<file path="config.mk">
export PLATFORM = sky130hd
export DESIGN_NAME = microwave_ctrl
export DESIGN_NICKNAME = d
export VERILOG_FILES = /design/src/rtl/microwave_ctrl.sv
export SDC_FILE = /design/constraint.sdc
export NUM_CORES = 1
export LEC_CHECK = 0
export ABC_AREA = 1
export ABC_CLOCK_PERIOD_IN_PS = 2000
export CAP_MARGIN = 40
export CORE_ASPECT_RATIO = 1.5
export CORE_MARGIN = 3
export CORE_UTILIZATION = 30
export DETAILED_ROUTE_END_ITERATION = 6
export GPL_TIMING_DRIVEN = 0
export MAX_ROUTING_LAYER = met4
export REMOVE_ABC_BUFFERS = 1
export SLEW_MARGIN = 20
export SYNTH_ARGS = -nofsm -noshare
export SYNTH_HDL_FRONTEND = slang
export SYNTH_SLANG_ARGS = --single-unit
</file>
<file path="constraint.sdc">
create_clock -name clock -period 2 [get_ports clock]
set_clock_uncertainty 0.05 [all_clocks]
set_input_delay 0.4 -clock clock [delete_from_list [all_inputs] [get_ports clock]]
set_output_delay 0.4 -clock clock [all_outputs]
set_load 0.03 [all_outputs]
</file>
<file path="src/rtl/microwave_ctrl.sv">
// Microwave-oven controller: keypad M:ST entry, start/stop/door interlock, 1 s countdown, 7-seg drive.
// Latency: state, time and mag_on update one clock after the qualifying input; segments follow digits combinationally.
// No flow control: panel inputs are level-sampled every clock, and a key press is one 0->non-zero keypad transition.
module microwave_ctrl #(
    parameter int TICKS_PER_SEC = 100
) (
    input  logic       clock,
    input  logic       clearn,
    input  logic       startn,
    input  logic       stopn,
    input  logic       door_closed,
    input  logic [9:0] keypad,
    output logic [6:0] sec_ones_seg,
    output logic [6:0] sec_tens_seg,
    output logic [6:0] mins_seg,
    output logic       mag_on
);

    localparam logic [1:0] ST_IDLE  = 2'd0;
    localparam logic [1:0] ST_COOK  = 2'd1;
    localparam logic [1:0] ST_PAUSE = 2'd2;

    localparam int PW = (TICKS_PER_SEC > 1) ? $clog2(TICKS_PER_SEC) : 1;
    localparam logic [PW-1:0] PRESC_LAST = PW'(TICKS_PER_SEC - 1);

    logic [1:0]    state_q, state_d;
    logic [3:0]    mins_q, mins_d;
    logic [3:0]    tens_q, tens_d;
    logic [3:0]    ones_q, ones_d;
    logic [PW-1:0] presc_q, presc_d;
    logic [9:0]    key_prev_q, key_prev_d;
    logic          mag_on_q, mag_on_d;

    logic key_press;
    logic time_zero;
    logic last_sec;

    // Highest set key index wins when several keys are down together.
    function automatic logic [3:0] key_digit(input logic [9:0] k);
        logic [3:0] d;
        d = 4'd0;
        for (int i = 0; i < 10; i++) begin
            if (k[i]) d = 4'(i);
        end
        return d;
    endfunction

    function automatic logic [6:0] seg7(input logic [3:0] d);
        logic [6:0] s;
        case (d)
            4'd0:    s = 7'h3F;
            4'd1:    s = 7'h06;
            4'd2:    s = 7'h5B;
            4'd3:    s = 7'h4F;
            4'd4:    s = 7'h66;
            4'd5:    s = 7'h6D;
            4'd6:    s = 7'h7D;
            4'd7:    s = 7'h07;
            4'd8:    s = 7'h7F;
            4'd9:    s = 7'h6F;
            default: s = 7'h00;
        endcase
        return s;
    endfunction

    always_comb begin
        state_d    = state_q;
        mins_d     = mins_q;
        tens_d     = tens_q;
        ones_d     = ones_q;
        presc_d    = presc_q;
        key_prev_d = keypad;

        key_press = (key_prev_q == 10'd0) && (keypad != 10'd0);
        time_zero = (mins_q == 4'd0) && (tens_q == 4'd0) && (ones_q == 4'd0);
        last_sec  = (mins_q == 4'd0) && (tens_q == 4'd0) && (ones_q == 4'd1);

        case (state_q)
            ST_COOK: begin
                // Door/stop outrank the tick: prescaler and time freeze in place.
                if (!door_closed || !stopn) begin
                    state_d = ST_PAUSE;
                end else if (presc_q == PRESC_LAST) begin
                    presc_d = '0;
                    if (ones_q != 4'd0) begin
                        ones_d = ones_q - 4'd1;
                    end else if (tens_q != 4'd0) begin
                        tens_d = tens_q - 4'd1;
                        ones_d = 4'd9;
                    end else if (mins_q != 4'd0) begin
                        mins_d = mins_q - 4'd1;
                        tens_d = 4'd5;
                        ones_d = 4'd9;
                    end
                    if (last_sec) state_d = ST_IDLE;
                end else begin
                    presc_d = presc_q + 1'b1;
                end
            end
            default: begin
                if (!startn && stopn && door_closed && !time_zero) begin
                    state_d = ST_COOK;
                    presc_d = '0;
                end else if (key_press) begin
                    mins_d = tens_q;
                    tens_d = ones_q;
                    ones_d = key_digit(keypad);
                end
            end
        endcase

        mag_on_d = (state_d == ST_COOK);
    end

    always_ff @(posedge clock or negedge clearn) begin
        if (!clearn) begin
            state_q    <= ST_IDLE;
            mins_q     <= 4'd0;
            tens_q     <= 4'd0;
            ones_q     <= 4'd0;
            presc_q    <= '0;
            key_prev_q <= 10'd0;
            mag_on_q   <= 1'b0;
        end else begin
            state_q    <= state_d;
            mins_q     <= mins_d;
            tens_q     <= tens_d;
            ones_q     <= ones_d;
            presc_q    <= presc_d;
            key_prev_q <= key_prev_d;
            mag_on_q   <= mag_on_d;
        end
    end

    assign mins_seg     = seg7(mins_q);
    assign sec_tens_seg = seg7(tens_q);
    assign sec_ones_seg = seg7(ones_q);
    assign mag_on       = mag_on_q;

endmodule

</file>
== Word-level counts from Yosys, hierarchy flattened ==
Memory sizes are Yosys's and may differ from the RTL's.
Index checks and enable logic that the tools add are counted.

* Reduce and logical (&&, ||, !) cells: 26
* Add/sub/neg operators: 4
* Eq/ne operators: 12
* Muxes and demuxes: 42

{| class="wikitable"
|+ Operators with widths
! cell !! number
|-
| 4-bit 2-to-1 mux || 32
|-
| 7-bit 2-to-1 mux || 4
|-
| 4-bit zero test || 3
|-
| 4-bit nonzero test || 3
|-
| 4-bit by 1-bit subtractor with 4-bit output (second input constant) || 3
|-
| 10-bit zero test || 1
|-
| 2-bit 2-to-1 mux || 5
|-
| 2-bit != test (second input constant) || 5
|-
| 10-bit nonzero test || 1
|-
| 7-bit by 1-bit adder with 7-bit output (second input constant) || 1
|-
| 7-bit equality test (second input constant) || 1
|-
| 1-bit logical AND || 7
|-
| 7-bit AND reduction || 1
|-
| 6-bit AND reduction || 1
|-
| 5-bit AND reduction || 1
|-
| 2-bit by 1-bit equality test with 1-bit output (second input constant) || 2
|-
| 4-bit by 1-bit equality test with 1-bit output (second input constant) || 1
|-
| 1-bit zero test || 4
|-
| 4-bit != test (second input constant) || 1
|-
| 2-bit nonzero test || 2
|-
| 3-bit != test (second input constant) || 1
|-
| 2-bit by 1-bit != test with 1-bit output (second input constant) || 1
|-
| 2-bit AND reduction || 1
|-
| 1-bit logical OR || 1
|-
| 1-bit 2-to-1 mux || 1
|}

* Logic and storage cells: 94
* Bits in read-only memories: 336
* Output and inout port bits: 22
* Input bits: 15
* Register bits: 32
* Memories kept: 3

{| class="wikitable"
|+ Memories
! name !! words !! bits a word !! read ports !! clocked after memory_dff !! write ports !! line !! source
|-
| (name not given) || 16 || 7 || 1 || 0 || 0 || 50 || <nowiki>case (d)</nowiki>
|-
| (name not given) || 16 || 7 || 1 || 0 || 0 || 50 ||
|-
| (name not given) || 16 || 7 || 1 || 0 || 0 || 50 ||
|}

== Logic depth before layout (Yosys ltp) ==
* Word-level depth: 12
* Gate-level depth with buffers: 12
* Depth with buffers taken out: 12

== Worst setup path before layout ==
No wires, ideal clock.

* Path type: reg-to-output
* Start point: reg mins_q[0]
* End point: out mins_seg[5]
* Path buffers: 0
* Cell stages (with the launch flop): 3
* Data required time: 1.550 ns
* Data arrival time: 1.816 ns
* Slack: -0.266 ns
* Path through: dfrtp_1 -> ha_1 -> o311ai_0

* Cells in the longest elaborated chain, start to end: 1

{| class="wikitable"
|+ Ends and longest elaborated chain
! item !! line !! source
|-
| start, declared || 27 || <nowiki>logic [3:0] mins_q, mins_d;</nowiki>
|-
| start signal, assigned || 126 || <nowiki>mins_q <= mins_d;</nowiki>
|-
| memory 16 x 7 bit || -- ||
|-
| end, declared || 15 || <nowiki>output logic [6:0] mins_seg,</nowiki>
|}

No other way between the ends.

== Final worst setup path ==
* Start point: reg tens_q[0]
* End point: out sec_tens_seg[4]

* Cells in the longest elaborated chain, start to end: 1

{| class="wikitable"
|+ Ends and longest elaborated chain
! item !! line !! source
|-
| start, declared || 28 || <nowiki>logic [3:0] tens_q, tens_d;</nowiki>
|-
| start signal, assigned || 127 || <nowiki>tens_q <= tens_d;</nowiki>
|-
| memory 16 x 7 bit || -- ||
|-
| end, declared || 14 || <nowiki>output logic [6:0] sec_tens_seg,</nowiki>
|}

No other way between the ends.

==> impl_metrics.tcl <==
set metrics [dict create \
    synth_edf_count 0 \
    period_needed_ps 1960 \
    worst_ep_arrival_time_ps 1510 \
    grt-ovfl-total 0 \
    nets 422 \
    ys.flop_type "dfrtp_1" \
    synth.cell_area_um2 2440 \
    finalSetupViolCount 0 \
    gr-usage-all-layers_pct 12.9 \
    slew_violations 0 \
    ios 37 \
    path_class "reg -> out" \
    cts_hold_buf 0 \
    p_leak_nw 1.54 \
    areaGrowthSynthToFinish_pct 31.5 \
    htreeDepth 2 \
    cts_max_path_buffers 2 \
    pre_cts_ws_ps -379 \
    finalHoldViolations 7 \
    vias 2264 \
    drc_errors 0 \
    grt_setup_unrepaired "true" \
    dp_hpwl_um 4290 \
    ir_drop_mv 0.757 \
    p_per_area_nw_per_um2 1410 \
    final_cell_mix "nand2_1, nor2_1, dfrtp_1, inv_1, buf_4" \
    crit_fanout 8 \
    wirelength_um 5640 \
    hp-class "in -> async" \
    cts_tree "done" \
    worst_slack_ps 40.5 \
    cts_made_buffers 5 \
    clk_pin_slew_ps 50 \
    drt-initial-drc-count 24 \
    seq_area_frac_synth_pct 32.8 \
    n_fill_cell 809 \
    netlist_instances 334 \
    gp_congestion 0.801 \
    diodes 0 \
    core_area_um2 7760 \
    max-cap-violations 0 \
    portBuffers 36 \
    avgSynthCellArea_um2 7.30 \
    worst_slew_pin_slew_ps 411 \
    crit_required_ps 1550 \
    crit_path_end_kind "primary output" \
    dieWidth_um 79.6 \
    final_common_cell "nand2_1" \
    drtPass1Iterations 4 \
    initial_utilization_pct 31.4 \
    yosysTopAreaCell "dfrtp_1" \
    violations "negative hold slack" \
    wire_per_inst_um 11.5 \
    yosys_warnings 0 \
    grt_pass1_wl_um 9380 \
    synth_cell_types 36 \
    num_rows 39 \
    outcome "finished, violations left" \
    die-area_um2 9270 \
    clk_latency_ps 270 \
    drive_gt1_share_pct 29.0 \
    startpoint_type "register" \
    first_global_vias 2144 \
    yosys-top-cells-area "dfrtp_1, nand2_1, ha_1, nor2_1, inv_1" \
    async_flop_share_pct 100 \
    max-slew-margin-rel_pct 72.5 \
    grt_antenna_before_repair 0 \
    layout_worst_path_cycle_share_pct 98.0 \
    die_y_um 116 \
    clock.fmax_mhz 510 \
    synth_seq_cells 32 \
    via_per_inst 4.61 \
    grt_max_degree 20 \
    antenna_left 0 \
    yosysTopAreaCellShare_pct 32.8 \
    clkSinkCount 32 \
    whs_ps -2.72 \
    cts-root-buf "clkbuf_16" \
    tns_ps 0 \
]
## layout make-up
cell class,instances,area [um2],area share (%)
Timing Repair Buffer,51,434,13.5
Inverter,42,166,5.19
Multi-Input combinational cell,256,1530,47.6
Sequential cell,32,807,25.1
Clock buffer,8,146,4.56
Tap cell,102,128,3.98
## per-layer routing
layer,up-vias,GRT usage (%),part of all wire (%)
met4,0,3.78,1.3
met1,1035,13.7,39
met2,43,24.3,56
met3,6,2.08,3.4
li1,1180,-,-
met5,-,-,0
## path summary, 6_finish.rpt
path	startpoint	to	slack, ps	depth (start not counted)
setup reg to reg	presc_q[0]	mins_q[1]	260	12
hold / removal	clearn	presc_q[0]	-3	1
min in group clock	presc_q[0]	presc_q[0]	440	1
setup / recovery	tens_q[0]	sec_tens_seg[4]	40	6
max in group asynchronous	clearn	ones_q[0]	1470	2
hold reg to reg	presc_q[0]	presc_q[0]	440	1
## flip-flops by register name (all words and copies together), names as in the netlist
name	cells
mins_q	4
key_prev_q	10
presc_q	7
ones_q	4
mag_on	1
tens_q	4
state_q	2
## repair_timing
item / 4_1_cts / 5_1_grt
setup buffers: 9 / 5
pin swaps: 2 / 11
endpoints found under the setup margin: 21 / 21
cloned: 0 / 0
resized for setup: 123 / 34
## worst max-delay path: stages, from the launching register on
cell,delay (ps)
dfrtp_2,460
inv_2,120
ha_4,170
ha_1,160
nor2_1,40
o21ai_1,110
buf_4,170
## cells by family (layout without fill, tap and decap cells)
group	Yosys count	in the layout	share of synthesized area, %
compound gates	51	51	12.5
fa+ha+maj	19	19	9.74
flops	32	32	32.8
buf+inv	46	101	8.10
xor+xnor	2	2	0.718
simple gates	184	184	36.2
## where the power goes
| group | leakage (nW) | internal (mW) | switching (mW) |
|---|---|---|---|
| sequential | 0.409 | 0.785 | 0.185 |
| combinational | 1.06 | 1.06 | 1.75 |
| clock | 0.0712 | 0.495 | 0.254 |
## synthesized netlist by cell type (all sizes together), types with 2 or more instances
| library cell | n |
|---|---|
| buf | 4 |
| ha | 19 |
| nand4 | 2 |
| nand3 | 24 |
| a22oi | 3 |
| nand2 | 90 |
| o21ai | 23 |
| nor2 | 65 |
| inv | 41 |
| dfrtp | 32 |
| o22ai | 3 |
| a31oi | 2 |
| a21oi | 16 |
## through the flow
step | hold slack, ps | cell area (um2) | power [mW] | utilization [%] | cells
finish | -2.72 | 3210 | 4.53 | 41.4 | 491
global route | 17.5 | 3210 | 4.90 | 41.4 | 491
CTS | 0.939 | 3110 | 4.38 | 40.1 | 486
detailed placement | 293 | 2910 | 3.63 | 37.6 | 469
global placement | 458 | 2890 | 3.60 | 37.3 | 468
floorplan | 54.4 | 2400 | 2.78 | - | 330
No activity file was read; power rests on OpenSTA's default activity.
